File: src/rtl/wdt_pkg.sv
// wdt_pkg: shared types and constants for the watchdog register front end.
// Holds the sequencer state encoding (also visible in STATUS[3:2]), the
// register word addresses and the magic value that counts as a kick.
package wdt_pkg;

  typedef enum logic [1:0] {
    IDLE   = 2'd0,
    RUN    = 2'd1,
    GRACE  = 2'd2,
    RSTREQ = 2'd3
  } wdt_state_e;

  localparam logic [2:0] ADDR_CTRL    = 3'd0;
  localparam logic [2:0] ADDR_TIMEOUT = 3'd1;
  localparam logic [2:0] ADDR_KICK    = 3'd2;
  localparam logic [2:0] ADDR_STATUS  = 3'd3;
  localparam logic [2:0] ADDR_GRACE   = 3'd4;

  localparam logic [31:0] KICK_KEY = 32'h5A5A_A5A5;

  // Kicks are honoured only while the watchdog is actually counting.
  function automatic logic is_active(input wdt_state_e s);
    return (s == RUN) || (s == GRACE);
  endfunction

  // STATUS layout: [3:2] state, [1] reserved, [0] TO_FLAG.
  function automatic logic [31:0] pack_status(input wdt_state_e s, input logic to_flag);
    return {28'd0, s, 1'b0, to_flag};
  endfunction

endpackage

File: src/rtl/wdt_ctrl_cnt.sv
// wdt_ctrl_cnt: loadable 16-bit down-counter with a zero flag.
// Load has priority over counting; counting stops at zero rather than
// wrapping, so the zero flag stays asserted until the next load.
module wdt_ctrl_cnt (
  input  logic        CLK,
  input  logic        RST,
  input  logic        load,
  input  logic        en,
  input  logic [15:0] load_val,
  output logic        zero
);

  logic [15:0] count;

  // Count register: reload on demand, otherwise step down while enabled.
  always_ff @(posedge CLK) begin
    if (RST) begin
      count <= 16'd0;
    end else if (load) begin
      count <= load_val;
    end else if (en && (count != 16'd0)) begin
      count <= count - 16'd1;
    end
  end

  assign zero = (count == 16'd0);

endmodule

File: src/rtl/wdt_ctrl.sv
// wdt_ctrl: register front end and timeout sequencer for the watchdog.
// Decodes CPU register accesses, drives enable/kick/timeout-count to the
// watchdog counter and escalates a timeout first to IRQ, then, if no kick
// arrives within the grace window, to a fixed-length SYS_RST_REQ pulse.
// Optional feature macro: WDT_CTRL_LOCK_EN (adds the sticky CTRL.LOCK bit).
module wdt_ctrl
  import wdt_pkg::*;
#(
  parameter logic [31:0] TO_RST    = 32'h0000_FFFF,
  parameter logic [15:0] GRACE_RST = 16'd1024,
  parameter int          RST_PULSE = 16
) (
  input  logic        CLK,
  input  logic        RST,
  input  logic        REQ,
  input  logic        WE,
  input  logic [2:0]  ADDR,
  input  logic [31:0] WDATA,
  output logic [31:0] RDATA,
  output logic        RVALID,
  output logic        WDEN,
  output logic        WDLIVE,
  output logic [31:0] WTOCNT,
  input  logic        WTO,
  output logic        IRQ,
  output logic        SYS_RST_REQ
);

  // The pulse counter is loaded with one less than the pulse length because
  // the RSTREQ cycle that observes zero is itself part of the pulse.
  localparam logic [15:0] PULSE_LOAD = 16'(RST_PULSE - 1);

  wdt_state_e  state_q;
  wdt_state_e  state_nxt;

  logic        en_q;
  logic        to_flag_q;
  logic [31:0] timeout_q;
  logic [15:0] grace_q;
  logic [1:0]  blank_q;

  logic        wr;
  logic        rd;
  logic        ctrl_wr;
  logic        ctrl_wr_ok;
  logic        ctrl_lock_bit;
  logic        cfg_wr;
  logic        kick_ok;
  logic        w1c;
  logic        blanked;
  logic        wto_hit;
  logic        en_clr;
  logic        en_set;

  logic        grace_load;
  logic        grace_run;
  logic        grace_zero;
  logic        pulse_load;
  logic        pulse_run;
  logic        pulse_zero;
  logic        pulse_done;

  logic        wden_nxt;
  logic        irq_nxt;
  logic        sysrst_nxt;
  logic [31:0] rdata_mux;

  // Access decode; the whole register file is frozen during the reset request.
  assign wr      = REQ && WE && (state_q != RSTREQ);
  assign rd      = REQ && !WE;
  assign ctrl_wr = wr && (ADDR == ADDR_CTRL) && ctrl_wr_ok;
  assign cfg_wr  = wr && (state_q == IDLE);
  assign kick_ok = wr && (ADDR == ADDR_KICK) && (WDATA == KICK_KEY) && is_active(state_q);
  assign w1c     = wr && (ADDR == ADDR_STATUS) && WDATA[0];
  assign en_set  = ctrl_wr && WDATA[0];
  assign en_clr  = ctrl_wr && !WDATA[0];

  // The watchdog's timeout flag lags a kick or an enable, so it is masked
  // while the blanking counter is non-zero.
  assign blanked = (blank_q != 2'd0);
  assign wto_hit = WTO && !blanked;

  assign grace_load = (state_q == RUN) && (state_nxt == GRACE);
  assign grace_run  = (state_q == GRACE);
  assign pulse_load = (state_q == GRACE) && (state_nxt == RSTREQ);
  assign pulse_run  = (state_q == RSTREQ);
  assign pulse_done = (state_q == RSTREQ) && (state_nxt == IDLE);

`ifdef WDT_CTRL_LOCK_EN
  logic lock_q;

  // Sticky lock: once set on an enabling CTRL write, CTRL is read-only
  // until system reset or the end of a reset request.
  always_ff @(posedge CLK) begin
    if (RST) begin
      lock_q <= 1'b0;
    end else if (pulse_done) begin
      lock_q <= 1'b0;
    end else if (ctrl_wr && WDATA[1] && WDATA[0]) begin
      lock_q <= 1'b1;
    end
  end

  assign ctrl_wr_ok    = !lock_q;
  assign ctrl_lock_bit = lock_q;
`else
  assign ctrl_wr_ok    = 1'b1;
  assign ctrl_lock_bit = 1'b0;
`endif

  // Sequencer state register.
  always_ff @(posedge CLK) begin
    if (RST) begin
      state_q <= IDLE;
    end else begin
      state_q <= state_nxt;
    end
  end

  // Next-state logic; the branch order encodes the simultaneous-event
  // priorities (disable beats everything, a kick beats WTO and expiry).
  always_comb begin
    state_nxt = state_q;
    case (state_q)
      IDLE: begin
        if (en_set) begin
          state_nxt = RUN;
        end
      end
      RUN: begin
        if (en_clr) begin
          state_nxt = IDLE;
        end else if (kick_ok) begin
          state_nxt = RUN;
        end else if (wto_hit) begin
          state_nxt = GRACE;
        end
      end
      GRACE: begin
        if (en_clr) begin
          state_nxt = IDLE;
        end else if (kick_ok) begin
          state_nxt = RUN;
        end else if (grace_zero) begin
          state_nxt = RSTREQ;
        end
      end
      RSTREQ: begin
        if (pulse_zero) begin
          state_nxt = IDLE;
        end
      end
      default: begin
        state_nxt = IDLE;
      end
    endcase
  end

  // Output decode from the upcoming state so the registered outputs line
  // up with the state register.
  always_comb begin
    wden_nxt   = 1'b0;
    irq_nxt    = 1'b0;
    sysrst_nxt = 1'b0;
    case (state_nxt)
      RUN:     wden_nxt   = 1'b1;
      GRACE: begin
        wden_nxt = 1'b1;
        irq_nxt  = 1'b1;
      end
      RSTREQ:  sysrst_nxt = 1'b1;
      default: wden_nxt   = 1'b0;
    endcase
  end

  // Registered watchdog-facing outputs and the kick pulse.
  always_ff @(posedge CLK) begin
    if (RST) begin
      WDEN        <= 1'b0;
      IRQ         <= 1'b0;
      SYS_RST_REQ <= 1'b0;
      WDLIVE      <= 1'b0;
    end else begin
      WDEN        <= wden_nxt;
      IRQ         <= irq_nxt;
      SYS_RST_REQ <= sysrst_nxt;
      WDLIVE      <= kick_ok;
    end
  end

  // CTRL.EN tracks the last accepted CTRL write and is dropped when a
  // reset request completes.
  always_ff @(posedge CLK) begin
    if (RST) begin
      en_q <= 1'b0;
    end else if (pulse_done) begin
      en_q <= 1'b0;
    end else if (ctrl_wr) begin
      en_q <= WDATA[0];
    end
  end

  // Configuration registers and the timeout flag; a new timeout wins
  // over a simultaneous write-1-to-clear.
  always_ff @(posedge CLK) begin
    if (RST) begin
      timeout_q <= TO_RST;
      grace_q   <= GRACE_RST;
      to_flag_q <= 1'b0;
    end else begin
      if (cfg_wr && (ADDR == ADDR_TIMEOUT)) begin
        timeout_q <= WDATA;
      end
      if (cfg_wr && (ADDR == ADDR_GRACE)) begin
        grace_q <= WDATA[15:0];
      end
      if (grace_load) begin
        to_flag_q <= 1'b1;
      end else if (w1c) begin
        to_flag_q <= 1'b0;
      end
    end
  end

  assign WTOCNT = timeout_q;

  // Blanking counter: covers the kick cycle plus two, or two cycles after enable.
  always_ff @(posedge CLK) begin
    if (RST) begin
      blank_q <= 2'd0;
    end else if (kick_ok) begin
      blank_q <= 2'd3;
    end else if ((state_q == IDLE) && (state_nxt == RUN)) begin
      blank_q <= 2'd2;
    end else if (blank_q != 2'd0) begin
      blank_q <= blank_q - 2'd1;
    end
  end

  // Read data selection; KICK and unmapped addresses read as zero.
  always_comb begin
    rdata_mux = 32'd0;
    case (ADDR)
      ADDR_CTRL:    rdata_mux = {30'd0, ctrl_lock_bit, en_q};
      ADDR_TIMEOUT: rdata_mux = timeout_q;
      ADDR_STATUS:  rdata_mux = pack_status(state_q, to_flag_q);
      ADDR_GRACE:   rdata_mux = {16'd0, grace_q};
      default:      rdata_mux = 32'd0;
    endcase
  end

  // Registered read port; RDATA holds its last value between reads.
  always_ff @(posedge CLK) begin
    if (RST) begin
      RDATA  <= 32'd0;
      RVALID <= 1'b0;
    end else begin
      RVALID <= rd;
      if (rd) begin
        RDATA <= rdata_mux;
      end
    end
  end

  wdt_ctrl_cnt u_grace_cnt (
    .CLK      (CLK),
    .RST      (RST),
    .load     (grace_load),
    .en       (grace_run),
    .load_val (grace_q),
    .zero     (grace_zero)
  );

  wdt_ctrl_cnt u_pulse_cnt (
    .CLK      (CLK),
    .RST      (RST),
    .load     (pulse_load),
    .en       (pulse_run),
    .load_val (PULSE_LOAD),
    .zero     (pulse_zero)
  );

endmodule
File: config.mk
export PLATFORM = sky130hd
export DESIGN_NAME = wdt_ctrl
export DESIGN_NICKNAME = d
export VERILOG_FILES = /design/src/rtl/wdt_pkg.sv /design/src/rtl/wdt_ctrl_cnt.sv /design/src/rtl/wdt_ctrl.sv
export SDC_FILE = /design/constraint.sdc
export NUM_CORES = 1
export LEC_CHECK = 0
export CAP_MARGIN = 15
export CORE_AREA = 5 5 110 133
export DETAILED_ROUTE_END_ITERATION = 8
export DIE_AREA = 0 0 115 138
export PLACE_DENSITY = 0.77
export SLEW_MARGIN = 10
export SYNTH_ARGS = -nofsm -noshare
export SYNTH_HDL_FRONTEND = slang
export SYNTH_SLANG_ARGS = --single-unit
File: constraint.sdc
create_clock -name CLK -period 3.3 [get_ports CLK]
set_input_delay 0.33 -clock CLK [delete_from_list [all_inputs] [get_ports CLK]]
set_output_delay 0.33 -clock CLK [all_outputs]
set_load 0.02 [all_outputs]
## Word-level counts from Yosys, hierarchy flattened

Index checks and enable logic that the tools add are counted.

- Output and inout bits: 69
- Bits in read-only memories: 0
- Memories kept: 0
- Input bits: 40
- Word-level logic and storage cells: 92
- Bits in latches: 0
- RAM bits: 0
- Register bits: 123

- Mux-type cells: 22
- Div/mod/pow operators: 0
- Bitwise operators: 0
- Shifts and indexed selects: 0
- Multiply operators: 0
- Order comparisons: 0
- Add/sub/neg operators: 3
- Equality and inequality tests: 12
- Reductions and logical operators: 40

Operators by type and width:

| cell | number |
|---|---|
| case mux 32 bit (4 select lines) | 1 |
| equality test 32 x 31 -> 1 bit (second input constant) | 1 |
| zero test 16 bit | 2 |
| two-way mux 16 bit | 2 |
| nonzero test 16 bit | 2 |
| subtractor 16 x 1 -> 16 bit (second input constant) | 2 |
| two-way mux 2 bit | 11 |
| logical AND 1 bit | 21 |
| equality test 2 bit (second input constant) | 4 |
| two-way mux 4 bit | 2 |
| case mux 2 bit (4 select lines) | 1 |
| nonzero test 2 bit | 4 |
| equality test 3 x 2 -> 1 bit (second input constant) | 2 |
| OR reduction 2 bit | 3 |
| two-way mux 1 bit | 5 |
| equality test 2 x 1 -> 1 bit (second input constant) | 2 |
| zero test 2 bit | 2 |
| equality test 3 x 1 -> 1 bit (second input constant) | 1 |
| equality test 3 bit (second input constant) | 1 |
| zero test 1 bit | 3 |
| zero test 3 bit | 1 |
| nonzero test 3 bit | 1 |
| != test 2 bit (second input constant) | 1 |
| subtractor 2 x 1 -> 2 bit (second input constant) | 1 |
| logical OR 1 bit | 1 |

## Depth between registers and ports, before layout

Gate-level depths: netlist of the first run.

- Depth after elaboration: 12
- Mapped depth: 11
- Gate-level depth less buffers: 8

## Modules after synthesis

Synthesis of the first run repeated with hierarchy kept, for this count alone.

- Cell total of the unflattened synthesis: 702
- Area total of the unflattened synthesis: 5,879.4 um^2

Modules (own cells, without submodules):

| module | instances | area each (um^2) | cells an instance |
|---|---|---|---|
| wdt_ctrl | 1 | 3,791.1 | 458 |
| wdt_ctrl_cnt at u_pulse_cnt | 1 | 1,143.6 | 130 |
| wdt_ctrl_cnt at u_grace_cnt | 1 | 944.7 | 114 |

## Worst setup path before layout of the first run

OpenSTA, ideal clock, no wires.

- Path kind: flip-flop to flip-flop
- Start: register state_q[0]
- End: register u_grace_cnt.count[10]
- Slack: 0.702 ns
- Arrival time: 2.476 ns
- Cell stages (with the launch flop): 12
- Period minus slack after synthesis: 2.598 ns
- Path through: dfxtp_1 -> inv_1 -> ha_1 -> clkbuf_1 -> nor4b_1 -> a41oi_1 -> a211o_1 -> o221a_4 -> a211o_1 -> buf_6 -> buf_12 -> mux2_4

- Word-level cells in the longest chain between the ends: 11
- Elaborated cells between the ends (all ways): 27
- Classes of those cells: 5 x eq/ne; 10 x mux; 12 x reduce/logical

Ends and longest elaborated chain:

| what | line | RTL |
|---|---|---|
| start, declared | wdt_ctrl.sv:33 | `wdt_state_e state_q;` |
| start signal, assigned | wdt_ctrl.sv:116 | `state_q <= state_nxt;` |
| != test 2 bit | wdt_ctrl.sv:69 | `assign wr = REQ && WE && (state_q != RSTREQ);` |
| logical AND 1 bit | wdt_ctrl.sv:69 |  |
| logical AND 1 bit (3 in a row) | wdt_ctrl.sv:73 | `assign kick_ok = wr && (ADDR == ADDR_KICK) && (WDATA == KICK_KEY) && is_active(state_q);` |
| two-way mux 2 bit (on tied branches) | wdt_ctrl.sv:142, wdt_ctrl.sv:133 |  |
| two-way mux 2 bit (on tied branches) | wdt_ctrl.sv:140, wdt_ctrl.sv:131 |  |
| case mux 2 bit (4 select lines) | wdt_ctrl.sv:124 | `case (state_q)` |
| equality test 2 bit | wdt_ctrl.sv:83 | `assign grace_load = (state_q == RUN) && (state_nxt == GRACE);` |
| logical AND 1 bit | wdt_ctrl.sv:83 |  |
| two-way mux 16 bit or nonzero test 2 bit (tied branches) | n/a |  |
| end signal, assigned | wdt_ctrl_cnt.sv:20 | `count <= load_val;` |
| end signal, assigned | wdt_ctrl_cnt.sv:22 | `count <= count - 16'd1;` |
| end, declared | wdt_ctrl_cnt.sv:13 | `logic [15:0] count;` |

Parallel ways exist; a longest one is shown, timed or not.
A chain may end at the register's enable or synchronous reset.

## Worst setup path in the final report of the first run

- Start: register state_q[0]
- End: register u_grace_cnt.count[5]

The elaborated chain is that of the path after synthesis.

==> flow_metrics.py, run 1 <==
metrics = {
    "run_status": {
        "outcome": "completed",
    },
    "synth": {
        "netlist.area_leader.share_pct": 43.43,
        "syn_area_mm2": 0.005669,
        "synth.most_common_cell": "nand2_1",
        "synth.avg_cell_area_um2": 8.512,
        "ys_seq_area_share_pct": 43.43,
        "yosys_register_bits": 123,
        "ys.flop_type": "dfxtp_1",
        "yosysTopAreaCell": "dfxtp_1",
        "ys_top_cells_by_count": "nand2_1, dfxtp_1, a21oi_1",
        "yosysWarnings": 0,
        "ys_top_cells_by_area": "dfxtp_1, nand2_1, a21oi_1, nor2_1, clkbuf_1",
        "synthArstFlopShare_pct": 0,
        "synth_edf_count": 0,
        "synthCells": 666,
        "synth_cell_types": 52,
        "syn-num-nets": 714,
    },
    "clock_network": {
        "clkSlewWorstSetupHoldPaths_ns": 0.06,
        "clk-insertion-delay-late_ns": 0.41,
        "cts-htree-levels": 4,
        "cts_sinks": 123,
        "clk_path_buf_depth": 2,
        "post-cts-setup-buffer-count": 0,
        "cts_made_buffers": 17,
        "post_cts_resized": 0,
        "root_buffer": "clkbuf_16",
        "cts_tree": "yes",
        "holdBufCountCts": 0,
    },
    "timing": {
        "slew_viol_final": 0,
        "max_freq_mhz": 340.2,
        "post-route-period-util_pct": 89.07,
        "setup_slack_ns": 0.3606,
        "tightest_slew_ns": 1.055,
        "period_minus_slack_ns": 2.939,
        "finalSetupTns_ns": 0,
        "hold_violations": 0,
        "setup_viol": 0,
        "rsz0062_at_grt": "false",
        "whs_ns": 0.4505,
        "clock_skew_ns": 0.01155,
        "slew-limit-headroom_pct": 29.64,
    },
    "cells_and_area": {
        "n_antenna_cell": 0,
        "area_growth_pct": 31.65,
        "drive_above_1_share_pct": 9.573,
        "nets": 809,
    },
    "global_routing": {
        "antenna_found_initial": 0,
        "grt_max_degree": 110,
        "grt_usage_pct": 19.84,
        "grt_pass1_vias": 5287,
        "grt_pass1_wl_um": 25880,
        "overflow": 0,
    },
    "place": {
        "pre_cts_ws_ns": 0.2644,
        "dpl.hpwl_um": 11050,
        "gp_congestion": 0.8789,
        "numPortBuffers": 108,
    },
    "critical_path": {
        "cp_slowest_cell": "or3_1",
        "r2r-end": "u_grace_cnt.count[5]$_SDFFE_PP0P_",
        "cp_slowest_stage_delay_ns": 0.49,
        "setup.worst_path.end_class": "flip-flop",
        "cp_cell_sequence": "inv_1 -> ha_1 -> nor4bb_1 -> nand3_1 -> or3_1 -> nand4_1 -> a211o_1 -> buf_12 -> mux2_2",
        "cp_max_fo": 17,
        "critPathTopFamily": "simple AND/OR/NAND/NOR gates",
        "arrival_ns": 3.23,
        "start_kind": "flip-flop",
        "critPathKind": "reg2reg",
        "worstRegToRegCells": 9,
        "cp-startpoint": "state_q[0]$_SDFF_PP0_",
        "required_ns": 3.59,
        "path_depth": 9,
        "critPathBufInv": 2,
        "worst-r2r-setup-slack_ns": 0.36,
        "crit_path_end": "u_grace_cnt.count[5]$_SDFFE_PP0P_",
        "reg2reg_from": "state_q[0]$_SDFF_PP0_",
    },
    "floorplanning": {
        "die_h_um": 138,
        "rows": 46,
        "ios": 109,
        "die_w_um": 115,
        "dieArea_mm2": 0.01587,
        "core_area_mm2": 0.01312,
        "initial_core_util_pct": 43.20,
    },
    "power_and_ir_drop": {
        "power_density_mw_per_mm2": 487.3,
        "irDropWorstVdd_v": 0.0003458,
        "total_power_mw": 3.637,
        "leakage_nw": 2.832,
    },
    "route": {
        "route.antenna.remaining_nets": 0,
        "viasPerCell": 5.601,
        "first_pass_iters": 5,
        "drt-initial-drc-count": 346,
        "wl_per_cell_um": 16.71,
        "wirelength_um": 15720,
        "drc": 0,
        "vias": 5271,
    },
    "job": {
        "maxCapViolations": 0,
    },
    "min_path": {
        "hold_path.class": "reg2reg",
    },
}
cells by family after synthesis:
logic type	Yosys count	share of synthesized area, %
AO/OA/AOI/OAI	116	13.64
multiplexers	21	4.502
flip-flops	123	43.43
adder cells (fa/ha/maj)	8	1.766
XOR/XNOR	28	4.326
buffers and inverters	55	4.127
AND/OR/NAND/NOR	315	28.21
worst register-to-register path: stages, from the launching register on:
cell and delay [ns]:
dfxtp_1 0.45, inv_1 0.13, ha_1 0.30, nor4bb_1 0.40, nand3_1 0.21, or3_1 0.49, nand4_1 0.13, a211o_1 0.18
buf_12 0.18, mux2_2 0.35
routing by layer:
| metal | wire [um] | global-route usage, % | part of all wire [%] |
|---|---|---|---|
| met4 | 395 | 8.529 | 2.5 |
| met2 | 7915 | 33.41 | 50 |
| met5 | 0 | 0 | 0 |
| met3 | 1241 | 6.460 | 7.9 |
| met1 | 6166 | 22.73 | 39 |
power breakdown:
group | leakage, nW | internal (mW) | switching (mW)
combinational | 1.55 | 0.128 | 0.145
sequential | 0.993 | 1.51 | 0.0158
clock | 0.292 | 1.20 | 0.635
flip-flops by register name, indices dropped and copies added (netlist names):
register	flops
u_pulse_cnt.count	16
RVALID	1
WDEN	1
state_q	2
WTOCNT	32
en_q	1
u_grace_cnt.count	16
blank_q	2
grace_q	16
SYS_RST_REQ	1
IRQ	1
to_flag_q	1
RDATA	32
WDLIVE	1
cells in the final DEF (no fill, tap or decap), types with 11 or more instances in the layout:
cell type	count
nand2_1	131
dfxtp_1	123
clkdlybuf4s50_1	107
a21oi_1	54
nor2_1	49
nand3_1	27
nand3b_1	18
nor3_1	17
xor2_1	17
clkbuf_16	17
a22oi_1	16
nor2b_1	15
a22o_1	14
buf_4	13
xnor2_1	11
through the flow:
step           util (%)  cell area [um2]  std cells
2_1_floorplan         -             5669        666
4_1_cts           56.87             7463        941
3_3_place_gp      52.38             6874        910
6_report          56.87             7463        941
5_1_grt           56.87             7463        941
3_5_place_dp      52.38             6874        910
layout make-up:
type                            instances  area [um2]
Multi-Input combinational cell        488        2975
Clock buffer                           24       501.7
Tap cell                              168       210.2
Clock inverter                          7       87.58
Sequential cell                       123        2462
Timing Repair Buffer                  121        1189
Inverter                               10       37.54
Fill cell                            1147        5659
how the worst min path moves through the flow:
stage	startpoint	depth (start not counted)	endpoint	slack [ns]
after global routing	RDATA[26]$_SDFFE_PP0P_	2	RDATA[26]$_SDFFE_PP0P_	0.47
after detailed placement	RDATA[26]$_SDFFE_PP0P_	2	RDATA[26]$_SDFFE_PP0P_	0.45
final	RDATA[26]$_SDFFE_PP0P_	2	RDATA[26]$_SDFFE_PP0P_	0.45
after CTS	RDATA[26]$_SDFFE_PP0P_	2	RDATA[26]$_SDFFE_PP0P_	0.45
after floorplan	grace_q[2]$_SDFFE_PP0P_	2	grace_q[2]$_SDFFE_PP0P_	0.44
after global placement	RDATA[27]$_SDFFE_PP0P_	2	RDATA[27]$_SDFFE_PP0P_	0.44
Power figures use the tool's default switching activity.
==> inputs of run 2 (changes only) <==
--- a/config.mk
+++ b/config.mk
@@ -9,7 +9,7 @@
 export CORE_AREA = 5 5 110 133
 export DETAILED_ROUTE_END_ITERATION = 8
 export DIE_AREA = 0 0 115 138
-export PLACE_DENSITY = 0.77
+export PLACE_DENSITY = 0.8
 export SLEW_MARGIN = 10
 export SYNTH_ARGS = -nofsm -noshare
 export SYNTH_HDL_FRONTEND = slang
==> constraint.sdc (replaced) <==
create_clock -name CLK -period 2.65 [get_ports CLK]
set_input_delay 0.265 -clock CLK [delete_from_list [all_inputs] [get_ports CLK]]
set_output_delay 0.265 -clock CLK [all_outputs]
set_load 0.02 [all_outputs]
==> run 2 against run 1 <==
Net effect:
- clock power rose by 27%
- sequential power rose by 24%
- cell area rose by 4.4%
- power is 26% higher
- worst hold slack worse by 0.074 ns
- core utilization rose by 2.5 points
- cell count rose by 4.3%
- largest power group unchanged
- sequential share of layout area decreased by 1.4 points
- count of clock-buffer cells in the layout is 3 lower
==> flow_metrics.py, run 2 (synthesis gave the netlist of run 1 again) <==
metrics = {
    "run_status": {
        "outcome": "completed",
    },
    "route": {
        "wirelength_um": 15910,
        "drt-initial-drc-count": 294,
        "route.antenna.remaining_nets": 0,
        "first_pass_iters": 7,
        "vias": 5256,
        "wl_per_cell_um": 16.21,
        "drc": 0,
        "viasPerCell": 5.358,
    },
    "power_and_ir_drop": {
        "leakage_nw": 3.030,
        "total_power_mw": 4.594,
        "power_density_mw_per_mm2": 589.6,
        "irDropWorstVdd_v": 0.0004058,
    },
    "cells_and_area": {
        "nets": 848,
        "drive_above_1_share_pct": 14.15,
        "utilization_pct": 59.38,
        "area_growth_pct": 37.45,
        "postLayoutCellArea_mm2": 0.007792,
        "fill_cells": 1103,
        "layout_common_cells": "nand2_1, dfxtp_1, clkdlybuf4s50_1",
        "mostFrequentLayoutCell": "nand2_1",
        "final-instance-count-excl-fill": 981,
        "n_antenna_cell": 0,
    },
    "timing": {
        "clock_skew_ns": 0.009679,
        "setup_viol": 0,
        "setup_slack_ns": 0.1645,
        "post-route-period-util_pct": 93.79,
        "tightest_slew_ns": 0.7597,
        "slew-limit-headroom_pct": 49.35,
        "slew_viol_final": 0,
        "rsz0062_at_grt": "false",
        "whs_ns": 0.3767,
        "max_freq_mhz": 402.3,
        "hold_violations": 0,
        "finalSetupTns_ns": 0,
        "period_minus_slack_ns": 2.485,
    },
    "critical_path": {
        "critPathKind": "reg2reg",
        "arrival_ns": 2.78,
        "required_ns": 2.95,
        "setup.worst_path.end_class": "flip-flop",
        "start_kind": "flip-flop",
        "cp_max_fo": 16,
    },
    "clock_network": {
        "cts_made_buffers": 17,
        "cts_tree": "yes",
        "clkSlewWorstSetupHoldPaths_ns": 0.06,
        "root_buffer": "clkbuf_16",
        "cts-htree-levels": 4,
        "post-cts-setup-buffer-count": 0,
        "clk-insertion-delay-late_ns": 0.42,
        "clk_path_buf_depth": 2,
        "cts_sinks": 123,
    },
    "floorplanning": {
        "core_area_mm2": 0.01312,
        "ios": 109,
        "die_w_um": 115,
        "die_h_um": 138,
        "initial_core_util_pct": 43.20,
        "rows": 46,
        "dieArea_mm2": 0.01587,
    },
    "place": {
        "placed_cell_area_mm2": 0.007167,
        "gp_congestion": 0.9331,
        "numPortBuffers": 108,
        "dpl.hpwl_um": 10940,
        "pre_cts_ws_ns": -0.1005,
        "dp_cells": 949,
    },
    "job": {
        "maxCapViolations": 0,
    },
    "global_routing": {
        "overflow": 0,
        "grt_pass1_wl_um": 26280,
        "grt_pass1_vias": 5360,
        "grt_max_degree": 76,
        "grt_usage_pct": 20.14,
        "antenna_found_initial": 0,
    },
    "min_path": {
        "hold_path.class": "in2reg",
    },
}
-- run 2: layout make-up --
type	count	area, um2	share of cell area, %
clock buffer	21	450.4	5.780
clock inverter	11	145.1	1.863
inverter	10	37.54	0.4817
multi-input combinational	488	3005	38.57
sequential	123	2462	31.60
tap	168	210.2	2.698
timing repair buffer	160	1481	19.01
-- run 2: layer usage --
metal / GRT usage (%) / vias up / wire length, um
met2: 33.48 / 155 / 7870
met5: 0 / - / 0
met1: 24.37 / 2491 / 6780
li1: - / 2580 / -
met3: 5.718 / 30 / 938
met4: 7.787 / 0 / 316
-- run 2: what timing repair did --
action / in CTS / in global routing
gates resized for setup: 0 / 4
hold buffers: 0 / 0
endpoints found under the setup margin: 0 / 37
-- run 2: path summary, 6_finish.rpt --
path	start	to	slack (ns)	cells past startpoint
setup reg to reg	state_q[0]$_SDFF_PP0_	u_grace_cnt.count[0]$_SDFFE_PP0P_	0.16	9
hold reg to reg	RDATA[26]$_SDFFE_PP0P_	RDATA[26]$_SDFFE_PP0P_	0.45	2
hold / removal	RST	RDATA[11]$_SDFFE_PP0P_	0.38	2
setup / recovery	state_q[0]$_SDFF_PP0_	u_grace_cnt.count[0]$_SDFFE_PP0P_	0.16	9
-- run 2: where the power goes --
group | internal (mW) | switching [mW] | leakage [nW]
registers | 1.88 | 0.0174 | 0.993
logic | 0.182 | 0.190 | 1.75
clock network | 1.50 | 0.826 | 0.283
-- run 2: worst max-delay path, cell delays in order, from the launching register on --
cell      delay [ns]
dfxtp_1         0.33
inv_1           0.07
ha_1            0.29
nor4bb_4        0.30
nand3_1         0.16
or3_1           0.43
nand4_1         0.11
a211o_1         0.16
buf_12          0.17
mux2_2          0.35
==> inputs of run 3 (changes only) <==
--- a/config.mk
+++ b/config.mk
@@ -5,11 +5,11 @@
 export SDC_FILE = /design/constraint.sdc
 export NUM_CORES = 1
 export LEC_CHECK = 0
-export CAP_MARGIN = 15
+export CAP_MARGIN = 40
 export CORE_AREA = 5 5 110 133
 export DETAILED_ROUTE_END_ITERATION = 8
 export DIE_AREA = 0 0 115 138
-export PLACE_DENSITY = 0.8
+export PLACE_DENSITY = 0.77
 export SLEW_MARGIN = 10
 export SYNTH_ARGS = -nofsm -noshare
 export SYNTH_HDL_FRONTEND = slang
==> constraint.sdc (replaced) <==
create_clock -name CLK -period 3 [get_ports CLK]
set_input_delay 0.3 -clock CLK [delete_from_list [all_inputs] [get_ports CLK]]
set_output_delay 0.3 -clock CLK [all_outputs]
set_load 0.02 [all_outputs]
==> run 3 against run 2 <==
Net effect:
- count of clock-buffer cells in the layout shrank 3
- worst hold slack gained 0.074 ns
- cell count shrank 3.1%
- setup slack lost 0.10 ns
- sequential cell count is the same
- sequential power shrank 12%
- combinational power shrank 17%
- die area is the same
- routed wire length grew 2.0%
- register-to-register slack lost 0.10 ns
- first-iteration DRC count shrank 20%
- clock power shrank 7%
- largest cell class unchanged
==> flow_metrics.py, run 3 (synthesis gave the netlist of run 1 again) <==
metrics = {
    "run_status": {
        "outcome": "completed",
    },
    "power_and_ir_drop": {
        "leakage_nw": 2.886,
        "irDropWorstVdd_v": 0.0003373,
        "total_power_mw": 4.154,
        "power_density_mw_per_mm2": 547.5,
    },
    "place": {
        "placed_cell_area_mm2": 0.006954,
        "pre_cts_ws_ns": 0.01343,
        "dp_cells": 919,
        "gp_congestion": 0.8284,
        "numPortBuffers": 108,
        "dpl.hpwl_um": 11170,
    },
    "clock_network": {
        "cts_tree": "yes",
        "cts_made_buffers": 17,
        "cts_sinks": 123,
        "cts-htree-levels": 4,
        "post-cts-setup-buffer-count": 0,
        "clkSlewWorstSetupHoldPaths_ns": 0.06,
        "holdBufCountCts": 0,
        "post_cts_resized": 0,
        "clk-insertion-delay-late_ns": 0.41,
        "clk_path_buf_depth": 2,
        "root_buffer": "clkbuf_16",
    },
    "route": {
        "drc": 0,
        "wl_per_cell_um": 17.06,
        "drt-initial-drc-count": 236,
        "viasPerCell": 5.488,
        "vias": 5219,
        "route.antenna.remaining_nets": 0,
        "first_pass_iters": 7,
        "wirelength_um": 16230,
    },
    "min_path": {
        "hold_path.class": "reg2reg",
    },
    "timing": {
        "whs_ns": 0.4504,
        "finalSetupTns_ns": 0,
        "post-route-period-util_pct": 97.86,
        "slew_viol_final": 0,
        "max_freq_mhz": 340.6,
        "period_minus_slack_ns": 2.936,
        "tightest_slew_ns": 0.8335,
        "rsz0062_at_grt": "false",
        "slew-limit-headroom_pct": 44.43,
        "clock_skew_ns": 0.006764,
        "hold_violations": 0,
        "setup_slack_ns": 0.06428,
        "setup_viol": 0,
    },
    "floorplanning": {
        "dieArea_mm2": 0.01587,
        "ios": 109,
        "die_h_um": 138,
        "core_area_mm2": 0.01312,
        "die_w_um": 115,
        "rows": 46,
        "initial_core_util_pct": 43.20,
    },
    "global_routing": {
        "grt_usage_pct": 20.59,
        "antenna_found_initial": 0,
        "overflow": 0,
        "grt_max_degree": 87,
        "grt_pass1_vias": 5411,
        "grt_pass1_wl_um": 26640,
    },
    "cells_and_area": {
        "utilization_pct": 57.83,
        "final-instance-count-excl-fill": 951,
        "area_growth_pct": 33.86,
        "n_antenna_cell": 0,
        "nets": 818,
        "postLayoutCellArea_mm2": 0.007589,
        "mostFrequentLayoutCell": "nand2_1",
        "drive_above_1_share_pct": 10.98,
        "layout_common_cells": "nand2_1, dfxtp_1, clkdlybuf4s50_1",
    },
    "critical_path": {
        "required_ns": 3.29,
        "critPathKind": "reg2reg",
        "arrival_ns": 3.23,
        "start_kind": "flip-flop",
        "cp_max_fo": 17,
        "setup.worst_path.end_class": "flip-flop",
    },
    "job": {
        "maxCapViolations": 0,
    },
}
==> run 3: changes by cell type in the layout (fill, tap and decap cells not counted), sizes merged <==
cell      delta
bufinv       +1
inv          +1
clkbuf       -3
clkinvlp     +1
buf         -30
==> run 3: final cells by class <==
class | count | area [um2]
Fill cell | 1085 | 5534
Clock inverter | 14 | 195.2
Sequential cell | 123 | 2462
Multi-Input combinational cell | 488 | 2975
Timing Repair Buffer | 130 | 1269
Tap cell | 168 | 210.2
Clock buffer | 18 | 439.2
Inverter | 10 | 37.54
==> run 3: path summary, 6_finish.rpt <==
path | from | endpoint | slack [ns] | cells past startpoint
setup / recovery | state_q[0]$_SDFF_PP0_ | u_grace_cnt.count[6]$_SDFFE_PP0P_ | 0.06 | 9
hold / removal | RDATA[21]$_SDFFE_PP0P_ | RDATA[21]$_SDFFE_PP0P_ | 0.45 | 2
setup reg to reg | state_q[0]$_SDFF_PP0_ | u_grace_cnt.count[6]$_SDFFE_PP0P_ | 0.06 | 9
hold reg to reg | RDATA[21]$_SDFFE_PP0P_ | RDATA[21]$_SDFFE_PP0P_ | 0.45 | 2
==> run 3: where the power goes <==
group | internal [mW] | leakage, nW | total, mW | switching [mW]
clock | 1.41 | 0.299 | 2.17 | 0.756
combinational | 0.146 | 1.59 | 0.308 | 0.163
sequential | 1.66 | 0.993 | 1.68 | 0.0166
total | 3.22 | 2.89 | 4.15 | 0.936
==> run 3: critical path: stages (launching register included) <==
cell	delay, ns
dfxtp_1	0.45
inv_1	0.12
ha_1	0.31
nor4bb_1	0.37
nand3_1	0.18
or3_1	0.48
nand4_1	0.15
a211o_1	0.20
buf_12	0.18
mux2_2	0.36
==> run 3: metal layers <==
metal  share of wire [%]  GRT usage [%]  vias up
li1                    -              -     2529
met1                  41          23.57     2482
met2                  51          34.85      179
met3                 6.6          7.027       29
met4                 2.1          8.158        0
met5                   0              0        -
